===== config.mk =====
export PLATFORM = sky130hd
export DESIGN_NAME = ram_serial_loader
export DESIGN_NICKNAME = d
export VERILOG_FILES = /design/src/rtl/ram_serial_loader.sv
export SDC_FILE = /design/constraint.sdc
export NUM_CORES = 1
export LEC_CHECK = 0
export CORE_ASPECT_RATIO = 0.7
export CORE_MARGIN = 2
export CORE_UTILIZATION = 64
export CTS_CLUSTER_SIZE = 12
export DETAILED_ROUTE_END_ITERATION = 7
export DONT_BUFFER_PORTS = 1
export PLACE_DENSITY = 0.78
export SLEW_MARGIN = 20
export SYNTH_ARGS = -nofsm -noshare
export SYNTH_HDL_FRONTEND = slang
export SYNTH_SLANG_ARGS = --single-unit
export TNS_END_PERCENT = 20

===== constraint.sdc =====
create_clock -name clk -period 4.15 [get_ports clk]
set_input_delay 0.83 -clock clk [delete_from_list [all_inputs] [get_ports clk]]
set_output_delay 0.83 -clock clk [all_outputs]
set_load 0.005 [all_outputs]

===== src/rtl/ram_serial_loader.sv =====
// ram_serial_loader: boot-time loader in front of the system RAM.
// Packs a byte stream (LEN, ADDR, N data words, SUM; each high byte first)
// into 16-bit RAM writes while the CPU is held, then verifies the checksum
// and either hands the RAM port to the CPU (RUN) or parks in ERROR.
//
//  state    | meaning
//  ---------+-----------------------------------------------------------
//  LEN_H    | waiting for word-count high byte
//  LEN_L    | waiting for word-count low byte
//  ADDR_H   | waiting for start-address high byte
//  ADDR_L   | waiting for start-address low byte
//  DATA_H   | waiting for data-word high byte
//  DATA_L   | waiting for data-word low byte (completes a RAM write)
//  SUM_H    | waiting for checksum high byte
//  SUM_L    | waiting for checksum low byte (pass -> RUN, fail -> ERROR)
//  RUN      | terminal: RAM port is a pass-through of the CPU port
//  ERROR    | terminal: checksum mismatch, RAM deselected, CPU held
module ram_serial_loader #(
    parameter bit BYPASS = 1'b0,
    parameter int ADDR_W = 14
) (
    input  logic              clk,
    input  logic              reset,
    input  logic [7:0]        rx_data,
    input  logic              rx_valid,
    input  logic [15:0]       cpu_din,
    input  logic [ADDR_W-1:0] cpu_address,
    input  logic              cpu_rnw,
    input  logic              cpu_cs_b,
    output logic [15:0]       ram_din,
    output logic [ADDR_W-1:0] ram_address,
    output logic              ram_rnw,
    output logic              ram_cs_b,
    output logic              cpu_hold,
    output logic              loaded,
    output logic              error
);

    typedef enum logic [3:0] {
        S_LEN_H,
        S_LEN_L,
        S_ADDR_H,
        S_ADDR_L,
        S_DATA_H,
        S_DATA_L,
        S_SUM_H,
        S_SUM_L,
        S_RUN,
        S_ERROR
    } state_t;

    localparam state_t RESET_STATE = BYPASS ? S_RUN : S_LEN_H;

    state_t              r_state;
    state_t              w_next;
    logic [7:0]          r_hi;
    logic [15:0]         r_count;
    logic [ADDR_W-1:0]   r_addr;
    logic [15:0]         r_sum;
    logic [15:0]         r_din;
    logic [ADDR_W-1:0]   r_ram_addr;
    logic                r_we;
    logic                r_hold;
    logic                r_loaded;
    logic                r_error;

    logic [15:0]         w_word;
    logic                w_sum_ok;
    logic                w_run;

    // The word being completed is always the held high byte plus the byte on rx_data.
    assign w_word   = {r_hi, rx_data};
    assign w_sum_ok = (w_word == r_sum);
    assign w_run    = (r_state == S_RUN);

    // State register.
    always_ff @(posedge clk or posedge reset) begin
        if (reset) begin
            r_state <= RESET_STATE;
        end else begin
            r_state <= w_next;
        end
    end

    // Next-state logic: every loading state advances only on a received byte.
    always_comb begin
        w_next = r_state;
        case (r_state)
            S_LEN_H:  if (rx_valid) w_next = S_LEN_L;
            S_LEN_L:  if (rx_valid) w_next = S_ADDR_H;
            S_ADDR_H: if (rx_valid) w_next = S_ADDR_L;
            S_ADDR_L: if (rx_valid) w_next = (r_count != 16'd0) ? S_DATA_H : S_SUM_H;
            S_DATA_H: if (rx_valid) w_next = S_DATA_L;
            // A count of 1 here means this word is the last one.
            S_DATA_L: if (rx_valid) w_next = (r_count == 16'd1) ? S_SUM_H : S_DATA_H;
            S_SUM_H:  if (rx_valid) w_next = S_SUM_L;
            S_SUM_L:  if (rx_valid) w_next = w_sum_ok ? S_RUN : S_ERROR;
            S_RUN:    w_next = S_RUN;
            S_ERROR:  w_next = S_ERROR;
            default:  w_next = RESET_STATE;
        endcase
    end

    // Byte capture, address/count/checksum bookkeeping and the one-cycle write strobe.
    always_ff @(posedge clk or posedge reset) begin
        if (reset) begin
            r_hi       <= 8'd0;
            r_count    <= 16'd0;
            r_addr     <= '0;
            r_sum      <= 16'd0;
            r_din      <= 16'd0;
            r_ram_addr <= '0;
            r_we       <= 1'b0;
            r_hold     <= ~BYPASS;
            r_loaded   <= BYPASS;
            r_error    <= 1'b0;
        end else begin
            r_we <= rx_valid && (r_state == S_DATA_L);
            if (rx_valid) begin
                case (r_state)
                    S_LEN_H, S_ADDR_H, S_DATA_H, S_SUM_H: begin
                        r_hi <= rx_data;
                    end
                    S_LEN_L: begin
                        r_count <= w_word;
                    end
                    S_ADDR_L: begin
                        // Address bits above ADDR_W are dropped.
                        r_addr <= ADDR_W'(w_word);
                    end
                    S_DATA_L: begin
                        r_din      <= w_word;
                        r_ram_addr <= r_addr;
                        r_sum      <= r_sum + w_word;
                        r_addr     <= r_addr + ADDR_W'(1);
                        r_count    <= r_count - 16'd1;
                    end
                    S_SUM_L: begin
                        if (w_sum_ok) begin
                            r_loaded <= 1'b1;
                            r_hold   <= 1'b0;
                        end else begin
                            r_error  <= 1'b1;
                        end
                    end
                    default: begin
                    end
                endcase
            end
        end
    end

    // RAM port: CPU pass-through in RUN, otherwise the loader's registered write path.
    assign ram_din     = w_run ? cpu_din     : r_din;
    assign ram_address = w_run ? cpu_address : r_ram_addr;
    assign ram_rnw     = w_run ? cpu_rnw     : ~r_we;
    assign ram_cs_b    = w_run ? cpu_cs_b    : ~r_we;

    assign cpu_hold = r_hold;
    assign loaded   = r_loaded;
    assign error    = r_error;

endmodule


== Word-level counts from Yosys, hierarchy flattened ==
Index checks and enable logic that the tools add are counted.

* Register bits: 92
* Input bits: 43
* Output and inout port bits: 35
* Logic and storage cells: 66

* Add/subtract/negate cells: 3
* Equality and inequality tests: 19
* Mux-type cells: 18
* Bitwise operators: 2
* Reductions and logical operators: 13

{| class="wikitable"
|+ Operators by type and width
! operator !! number
|-
| 4-bit case mux with 10 select lines || 1
|-
| 4-bit two-way mux || 8
|-
| 16-bit case mux with 2 select lines || 1
|-
| 14-bit case mux with 2 select lines || 1
|-
| 16-bit adder || 1
|-
| 16-bit by 1-bit == test with 1-bit output (second input constant) || 1
|-
| 16-bit == test || 1
|-
| 4-bit by 3-bit == test with 1-bit output (second input constant) || 4
|-
| 16-bit two-way mux || 1
|-
| 2-bit != test (second input constant) || 8
|-
| 16-bit nonzero test || 1
|-
| 16-bit by 1-bit subtractor with 16-bit output (second input constant) || 1
|-
| 14-bit by 1-bit adder with 14-bit output (second input constant) || 1
|-
| 14-bit two-way mux || 1
|-
| 4-bit by 2-bit == test with 1-bit output (second input constant) || 2
|-
| 4-bit == test (second input constant) || 2
|-
| 2-bit AND reduction || 4
|-
| 8-bit AND reduction || 1
|-
| 3-bit AND reduction || 2
|-
| 4-bit by 1-bit == test with 1-bit output (second input constant) || 1
|-
| 4-bit zero test || 1
|-
| 2-bit two-way mux || 2
|-
| 2-bit nonzero test || 2
|-
| 4-bit OR reduction || 1
|-
| other kinds (3) || 6
|}

== Longest topological paths before layout ==
Gate-level depths: netlist of the first run.

* Depth in word-level cells: 4
* Gate-level depth with buffers: 9
* Gate-level depth less buffers: 8

== Worst setup path before layout of the first run ==
No wires, ideal clock.

* Path kind: register to output
* From: reg r_state[1]
* To: out ram_address[7]
* Arrival time: 1.730 ns
* Required time: 3.320 ns
* Setup slack: 1.590 ns
* Cell stages (with the launch flop): 6
* Buffers on the path: 2
* Path through: dfrtp_1 -> buf_2 -> or3b_1 -> nor2_2 -> buf_2 -> mux2_2

* Longest elaborated chain between the ends: 2

{| class="wikitable"
|+ Ends and longest elaborated chain
! item !! line !! source
|-
| from (decl) || 54 || <nowiki>state_t r_state;</nowiki>
|-
| from (signal assigned) || 81 || <nowiki>r_state <= w_next;</nowiki>
|-
| 4-bit == test || 74 || <nowiki>assign w_run = (r_state == S_RUN);</nowiki>
|-
| 14-bit two-way mux || 155 || <nowiki>assign ram_address = w_run ? cpu_address : r_ram_addr;</nowiki>
|-
| to (decl) || 31 || <nowiki>output logic [ADDR_W-1:0] ram_address,</nowiki>
|}

No other way between the ends.

== Worst setup path in the final report of the first run ==
* From: reg r_state[1]
* To: out ram_din[12]

* Longest elaborated chain between the ends: 2

{| class="wikitable"
|+ Ends and longest elaborated chain
! item !! line !! source
|-
| 4-bit == test || 74 ||
|-
| 16-bit two-way mux || 154 || <nowiki>assign ram_din = w_run ? cpu_din : r_din;</nowiki>
|-
| to (decl) || 30 || <nowiki>output logic [15:0] ram_din,</nowiki>
|}

No other way between the ends.

==> results of run 1 <==
-- cell type report --
type	instances	area, um2	share of cell area, %
Timing Repair Buffer	5	37.5	0.662
Clock inverter	1	5.00	0.0882
Clock buffer	15	278	4.90
Multi-Input combinational cell	412	2860	50.5
Inverter	15	57.6	1.01
Tap cell	101	126	2.23
Sequential cell	92	2300	40.6
-- path summary, 6_finish.rpt --
kind                                                start                        end  slack [ns]  cells after the start
worst max-delay path               r_state[1]$_DFFE_PP0P_                ram_din[12]        0.81                      3
worst min-delay path                                reset  r_ram_addr[2]$_DFFE_PP0P_        0.39                      1
worst max register to register     r_state[3]$_DFFE_PP0P_      r_sum[13]$_DFFE_PP0P_        1.60                      8
worst min register to register  r_ram_addr[4]$_DFFE_PP0P_  r_ram_addr[4]$_DFFE_PP0P_        0.48                      2
max in group asynchronous                           reset      r_sum[12]$_DFFE_PP0P_        2.95                      2
min in group clk                r_ram_addr[4]$_DFFE_PP0P_  r_ram_addr[4]$_DFFE_PP0P_        0.48                      2
-- critical path, stage by stage, from the launching register on --
cell,delay [ns]
dfrtp_1,0.51
or3b_1,0.48
nor2_4,0.73
mux2_2,0.43
-- routing by layer --
metal | vias to the layer above | global-route usage, % | routed length [um]
met5 | - | 0 | 0
met2 | 185 | 43.4 | 5490
met4 | 0 | 10.7 | 322
li1 | 1963 | - | -
met1 | 2056 | 41.7 | 5770
met3 | 28 | 7.47 | 1030
-- synth_stat cells (3+ instances only) --
| master | n |
|---|---|
| a21oi_1 | 50 |
| a22o_1 | 3 |
| a31oi_1 | 4 |
| and3_1 | 7 |
| buf_2 | 14 |
| clkbuf_1 | 13 |
| dfrtp_1 | 91 |
| ha_1 | 19 |
| inv_1 | 13 |
| mux2_1 | 30 |
| mux2_2 | 37 |
| nand2_1 | 64 |
| nand2b_1 | 4 |
| nand3_1 | 8 |
| nand4_1 | 5 |
| nor2_1 | 24 |
| nor2b_1 | 3 |
| nor3_1 | 9 |
| nor3_2 | 5 |
| nor4_1 | 6 |
| o21a_1 | 6 |
| o21ai_0 | 39 |
| o21ai_1 | 18 |
| o21bai_1 | 3 |
| o22a_1 | 4 |
| o22ai_1 | 9 |
| o32ai_1 | 3 |
| or3_1 | 3 |
| xnor2_1 | 9 |
| xor2_1 | 5 |
-- state kept, by name (all words and copies together) (netlist names) --
| signal | count |
|---|---|
| cpu_hold | 1 |
| error | 1 |
| loaded | 1 |
| r_addr | 14 |
| r_count | 16 |
| r_din | 16 |
| r_hi | 8 |
| r_ram_addr | 14 |
| r_state | 4 |
| r_sum | 16 |
| r_we | 1 |
-- power breakdown --
part / internal [mW] / switching [mW]
clock: 0.455 / 0.328
combinational: 0.0225 / 0.0434
sequential: 0.901 / 0.00899
-- cell usage in the layout, fill, tap and decap left out, drive strengths merged, types with 2 or more instances in the layout --
cell    netlist  layout
nand2b        5       5
o21bai        3       3
nand4         5       5
ha           19      19
o21ai        57      57
nor2         26      26
dfrtp        91      91
or3           4       4
a21oi        51      51
a21o          2       2
nor3         15      15
clkbuf       13      15
nor4          7       7
inv          15      14
xnor2         9       9
and3          7       7
nand2        66      66
clkinv        0       2
xor2          5       5
a221oi        2       2
a31oi         4       4
o32ai         3       3
o22a          4       4
o22ai         9       9
a211o         2       2
a22o          3       3
buf          16       5
or4           3       3
nand3         8       8
nor2b         3       3
o21a          6       6
mux2         67      67
-- cells by family (layout without fill, tap and decap cells) --
| family | after synthesis | after routing | share of synthesized area (%) |
|---|---|---|---|
| AOI/OAI and AO/OA | 155 | 155 | 17.0 |
| xor gates and xnor gates | 14 | 14 | 2.29 |
| adders and majority gates | 20 | 20 | 4.82 |
| buffers and inverters | 44 | 36 | 3.55 |
| DFF | 92 | 92 | 43.0 |
| muxes | 68 | 68 | 14.3 |
| and+or+nand+nor | 155 | 155 | 15.0 |
==> impl_metrics.yaml, run 1 <==
placed_design:
  place.gp.congestion: 0.888
  dpl.hpwl_um: 8820
  post-place-ws_ns: 1.16
  placed_area_mm2: 0.00539
  post-place-cells: 625
  portBuffers: 0
clock_tree:
  clkTransAtPathRegs_ns: 0.06
  cts_hold_buf: 0
  cts_made_buffers: 9
  cts_htree_levels: 3
  clkSinkCount: 92
  clk_latency_ns: 0.35
  cts_setup_buffers: 0
  root_buffer: "clkbuf_16"
  cts_resized: 0
  cts_tree: "built"
  cts_max_path_buffers: 2
sta:
  setup_tns_ns: 0
  maxSlewViolCount: 0
  fin_crit_sh_pct: 80.6
  hold_violations: 0
  fmax_mhz: 299
  fin_ws_ns: 0.805
  finalSetupViolations: 0
  holdWs_ns: 0.394
  skew_ns: 0.00731
  relSlewSlack_pct: 37.7
  fin_crit_ns: 3.34
  tightest_slew_ns: 0.932
  rsz0062_at_grt: "false"
cells_and_area:
  finish.utilization_pct: 71.1
  stdcell_count: 641
  fillers: 602
  n_antenna_cell: 0
  design_area_mm2: 0.00567
  drive_above_1_share_pct: 14.4
  nets: 598
  syn_to_final_growth_pct: 5.99
synth:
  synth_area_mm2: 0.00535
  ys_ff_latch: 92
  ys.flop_type: "dfrtp_1"
  netlist.area_leader.share_pct: 42.6
  synth_edf_count: 0
  synth_cells: 548
  synth_area_leaders: "dfrtp_1 (43%), mux2_2 (7.8%), mux2_1 (6.3%)"
  syn_avg_cell_area_um2: 9.77
  async_flop_share_pct: 100
  yosys.area.top_type: "dfrtp_1"
  synth_warnings: 0
  syn_nets: 611
  synth_cell_types: 64
  ys_seq_area_share_pct: 43.0
drt:
  drc: 0
  avgRoutedWirePerCell_um: 19.7
  vias_per_cell: 6.60
  postRouteAntennaNets: 0
  drt-total-wl_um: 12600
  first_iter_violations: 283
  vias: 4232
  firstDrtPassIters: 5
floorplanning:
  die-width_um: 113
  initial_core_util_pct: 67.1
  die_y_um: 80.5
  die_area_mm2: 0.00912
  row_count: 27
  ioPinCount: 78
  design.core.area_mm2: 0.00797
global_routing:
  antenna_found_initial: 0
  grt_pass1_vias: 3982
  grt_max_degree: 44
  grt.total_usage_pct: 29.3
  grt_pass1_wl_um: 20500
  overflow: 0
pwr:
  total_power_mw: 1.76
  peakVddDrop_v: 0.000287
  p_leak_nw: 2.64
  power.density_mw_per_mm2: 310
flow_run:
  max_cap_violations: 0
worst_hold_path:
  hold_class: "primary input to asynchronous set/reset pin"
setup_path:
  crit_type: "flip-flop to primary output"
  crit_fanout: 34
  crit_path_start_kind: "flip-flop"
  cp.required_ns: 3.32
  critPathCaptureType: "primary output"
  critPathArrivalTime_ns: 2.51
status:
  status: "completed"
No activity file was read; power rests on OpenSTA's default activity.
==> inputs of run 2 (changes only) <==
- clock period: 4.15 -> 3.3 ns (I/O delays scaled with it)
==> impl_metrics.yaml, run 2 (synthesis results as in run 1) <==
cells_and_area:
  top_regs: "r_count: 16 flops, r_din: 16 flops, r_sum: 16 flops"
  n_antenna_cell: 0
  final_cell_mix: "dfrtp_1 (91), nand2_1 (64), a21oi_1 (50)"
  syn_to_final_growth_pct: 7.44
  nets: 600
  drive_above_1_share_pct: 14.9
  final_common_cell: "dfrtp_1"
sta:
  holdWs_ns: 0.214
  fin_crit_sh_pct: 90.7
  rsz0062_at_grt: "false"
  relSlewSlack_pct: 50.7
  hold_violations: 0
  skew_ns: 0.00766
  fin_crit_ns: 2.99
  fmax_mhz: 334
  finalSetupViolations: 0
  setup_tns_ns: 0
  maxSlewViolCount: 0
  tightest_slew_ns: 0.737
clock_tree:
  clkSinkCount: 92
  cts_setup_buffers: 0
  cts_htree_levels: 3
  clk_latency_ns: 0.35
  root_buffer: "clkbuf_16"
  clkTransAtPathRegs_ns: 0.06
  cts_max_path_buffers: 2
  cts_tree: "built"
  cts_made_buffers: 9
  cts_resized: 0
  cts_hold_buf: 0
floorplanning:
  die-width_um: 113
  die_area_mm2: 0.00912
  row_count: 27
  die_y_um: 80.5
  ioPinCount: 78
  design.core.area_mm2: 0.00797
  initial_core_util_pct: 67.1
drt:
  postRouteAntennaNets: 0
  firstDrtPassIters: 5
  wl_met2_um: 5530
  vias_per_cell: 6.62
  vias: 4258
  drc: 0
  met3_length_um: 1190
  drt-total-wl_um: 12900
  top_layer: "met4"
  m1WireLength_um: 5900
  avgRoutedWirePerCell_um: 20.1
  first_iter_violations: 347
placed_design:
  portBuffers: 0
  dpl.hpwl_um: 8920
  place.gp.congestion: 0.931
setup_path:
  crit_fanout: 22
  r2r_cells: 7
  crit_path_start_kind: "flip-flop"
  crit_type: "flip-flop to primary output"
  crit_family: "simple AND/OR/NAND/NOR gates"
  critPathArrivalTime_ns: 2.33
  critPathCaptureType: "primary output"
  worstPathCellList: "or3b_1, nor2_4, buf_12, mux2_2"
  cp_slowest_stage_delay_ns: 0.51
  path_buf_inv: 1
  slowest_stage: "dfrtp_1"
  cp.depth: 4
  cp.required_ns: 2.64
pwr:
  peakVddDrop_v: 0.000358
  power.density_mw_per_mm2: 416
  p_leak_nw: 2.67
global_routing:
  grt_max_degree: 44
  grt.total_usage_pct: 29.6
  grt_pass1_wl_um: 20500
  grt_pass1_vias: 3879
  overflow: 0
  antenna_found_initial: 0
status:
  status: "completed"
worst_hold_path:
  hold_class: "primary input to asynchronous set/reset pin"
flow_run:
  max_cap_violations: 0
run 2: changes by cell type in the layout (fill, tap and decap cells not counted):
| cell | previous run | this run |
|---|---|---|
| bufinv_16 | 0 | 3 |
| clkbuf_8 | 3 | 0 |
| buf_12 | 0 | 1 |
| buf_4 | 5 | 6 |
| clkbuf_1 | 3 | 2 |
| clkinv_2 | 2 | 3 |
run 2: layout make-up:
type                       count  area, um2
sequential                    92       2300
multi-input combinational    412       2860
clock inverter                 5        100
timing repair buffer           7       65.1
inverter                      15       57.6
tap                          101        126
clock buffer                  11        233
fill                         599       2220
run 2: path summary, 6_finish.rpt:
path | slack [ns] | start | endpoint
max in group asynchronous | 2.28 | reset | cpu_hold$_DFFE_PP1P_
min | 0.21 | reset | r_ram_addr[5]$_DFFE_PP0P_
min in group clk | 0.44 | rx_data[3] | r_din[3]$_DFFE_PP0P_
min reg2reg | 0.48 | r_ram_addr[7]$_DFFE_PP0P_ | r_ram_addr[7]$_DFFE_PP0P_
max | 0.31 | r_state[1]$_DFFE_PP0P_ | ram_address[2]
max reg2reg | 0.84 | r_sum[4]$_DFFE_PP0P_ | r_sum[13]$_DFFE_PP0P_
run 2: metal layers:
layer | global-route usage [%] | up-vias
met5 | 0 | -
met4 | 10.5 | 0
met3 | 7.70 | 31
met2 | 44.0 | 220
met1 | 42.1 | 2032
li1 | - | 1975
run 2: where the power goes:
part	total [mW]	switching [mW]	internal [mW]	leakage [nW]
registers	1.14	0.0122	1.13	1.24
clock network	1.16	0.426	0.738	0.163
logic	0.0823	0.0541	0.0282	1.27
total	2.39	0.492	1.90	2.67
run 2: worst reg2reg max path, stage by stage, from the launching register on:
cell     delay (ns)
dfrtp_1        0.38
ha_1           0.35
a21oi_1        0.33
o21ai_1        0.09
a21oi_1        0.39
o21ai_0        0.29
nor4b_1        0.22
a211o_1        0.29
run 2: per-stage QoR:
stage          power [mW]  cells  utilization [%]  area [um2]  setup slack [ns]
6_report             2.39    643             72.1        5750             0.305
3_3_place_gp         1.25    627             67.9        5420             0.748
3_5_place_dp         1.25    627             67.9        5420             0.671
5_1_grt              2.45    643             72.1        5750             0.172
2_1_floorplan        1.22    548                -        5350             0.250
4_1_cts              2.41    643             72.1        5750             0.307
==> inputs of run 3 (changes only) <==
- CORE_UTILIZATION: 64 -> 45
- PLACE_DENSITY: 0.78 -> 0.58
==> impl_metrics.yaml, run 3 (synthesis results as in run 1) <==
drt:
  postRouteAntennaNets: 0
  drt-total-wl_um: 13100
  vias: 4159
  firstDrtPassIters: 5
  drc: 0
  vias_per_cell: 5.94
  first_iter_violations: 294
  avgRoutedWirePerCell_um: 18.7
pwr:
  peakVddDrop_v: 0.000268
  p_leak_nw: 2.65
  p_clk_share_pct: 45.8
  power.density_mw_per_mm2: 392
  seqPwrFrac_pct: 50.5
  p_comb_share_pct: 3.7
  switchingPower_mw: 0.501
  switching_share_pct: 22.1
  intPower_mw: 1.76
cells_and_area:
  fillers: 1090
  drive_above_1_share_pct: 14.9
  final_common_cell: "dfrtp_1"
  finish.utilization_pct: 49.6
  syn_to_final_growth_pct: 7.95
  final_cell_mix: "dfrtp_1 (91), nand2_1 (64), a21oi_1 (50)"
  top_regs: "r_count: 16 flops, r_din: 16 flops, r_sum: 16 flops"
  nets: 601
placed_design:
  place.gp.congestion: 0.962
  dpl.hpwl_um: 9110
  portBuffers: 0
clock_tree:
  cts_made_buffers: 9
  cts_resized: 0
  cts_max_path_buffers: 2
  clk_latency_ns: 0.34
  clkSinkCount: 92
  cts_setup_buffers: 0
  root_buffer: "clkbuf_16"
  cts_tree: "built"
  cts_hold_buf: 0
  cts_htree_levels: 3
  clkTransAtPathRegs_ns: 0.06
status:
  status: "completed"
global_routing:
  overflow: 0
  grt.total_usage_pct: 21.4
  grt_max_degree: 53
  grt_pass1_vias: 3924
  antenna_found_initial: 1
  grt_pass1_wl_um: 21100
sta:
  relSlewSlack_pct: 39.9
  fmax_mhz: 345
  skew_ns: 0.00651
  hold_violations: 0
  rsz0062_at_grt: "false"
  holdWs_ns: 0.295
  finalSetupViolations: 0
  setup_tns_ns: 0
  maxSlewViolCount: 0
  fin_crit_ns: 2.90
  tightest_slew_ns: 0.902
  fin_crit_sh_pct: 87.8
setup_path:
  timing.rr.start: "r_hi[1]$_DFFE_PP0P_"
  r2r_end: "r_state[0]$_DFFE_PP0P_"
  worstPathCellList: "or3b_1, nor2_4, buf_4, mux2_2"
  critPathCaptureType: "primary output"
  path_buf_inv: 1
  crit_path_start_kind: "flip-flop"
  crit_type: "flip-flop to primary output"
  r2r_cells: 7
  crit_fanout: 34
  slowest_stage: "dfrtp_1"
  critPathArrivalTime_ns: 2.24
  crit_family: "simple AND/OR/NAND/NOR gates"
  cp.required_ns: 2.64
  reg2reg_slack_ns: 0.77
  cp_slowest_stage_delay_ns: 0.52
floorplanning:
  die_area_mm2: 0.0128
  row_count: 33
  die-width_um: 134
  die_y_um: 95.2
  ioPinCount: 78
  initial_core_util_pct: 46.0
  design.core.area_mm2: 0.0116
worst_hold_path:
  hold_class: "primary input to asynchronous set/reset pin"
flow_run:
  max_cap_violations: 0
==> run 3: worst max path at each step <==
stage | end | from | depth (start not counted) | slack, ns
after detailed placement | r_sum[13]$_DFFE_PP0P_ | rx_data[4] | 7 | 0.72
after global routing | ram_din[8] | r_state[1]$_DFFE_PP0P_ | 4 | 0.29
final | ram_din[8] | r_state[3]$_DFFE_PP0P_ | 4 | 0.40
after global placement | ram_din[12] | r_state[1]$_DFFE_PP0P_ | 4 | 0.81
after CTS | ram_din[8] | r_state[1]$_DFFE_PP0P_ | 4 | 0.38
after floorplan | error$_DFFE_PP0P_ | reset | 1 | 0.25
==> run 3: cell type report <==
type	instances	area, um2	area share, %
multi-input cells	412	2860	49.6
flip-flops and latches	92	2300	39.9
clock buffers	11	243	4.20
well taps	157	196	3.40
repair buffers	8	60.1	1.04
inverters	15	58.8	1.02
clock inverters	4	50.0	0.866
diodes	1	2.50	0.0433
==> run 3: routing by layer <==
| metal | track usage [%] | up-vias | part of all wire [%] | wire length (um) |
|---|---|---|---|---|
| met4 | 5.70 | 0 | 1.5 | 195 |
| met1 | 30.7 | 1989 | 48 | 6300 |
| li1 | - | 1974 | - | - |
| met2 | 31.8 | 176 | 42 | 5520 |
| met3 | 6.38 | 20 | 8.1 | 1070 |
| met5 | 0 | - | 0 | 0 |
==> run 3: through the flow <==
| stage | total power [mW] | instances | cell area [um2] | setup WS (ns) |
|---|---|---|---|---|
| 2_1_floorplan | 1.22 | 548 | 5350 | 0.250 |
| 3_3_place_gp | 1.25 | 684 | 5480 | 0.806 |
| 3_5_place_dp | 1.25 | 684 | 5480 | 0.716 |
| 4_1_cts | 2.29 | 699 | 5770 | 0.378 |
| 5_1_grt | 2.35 | 700 | 5780 | 0.286 |
| 6_report | 2.27 | 700 | 5780 | 0.403 |
==> run 3: power by group through the flow <==
stage / Clock [mW] / Combinational (mW) / Sequential (mW)
2_1_floorplan: 0 / 0.0636 / 1.16
3_3_place_gp: 0 / 0.0819 / 1.17
3_5_place_dp: 0 / 0.0841 / 1.17
4_1_cts: 1.07 / 0.0842 / 1.14
5_1_grt: 1.11 / 0.0944 / 1.14
6_report: 1.04 / 0.0832 / 1.14
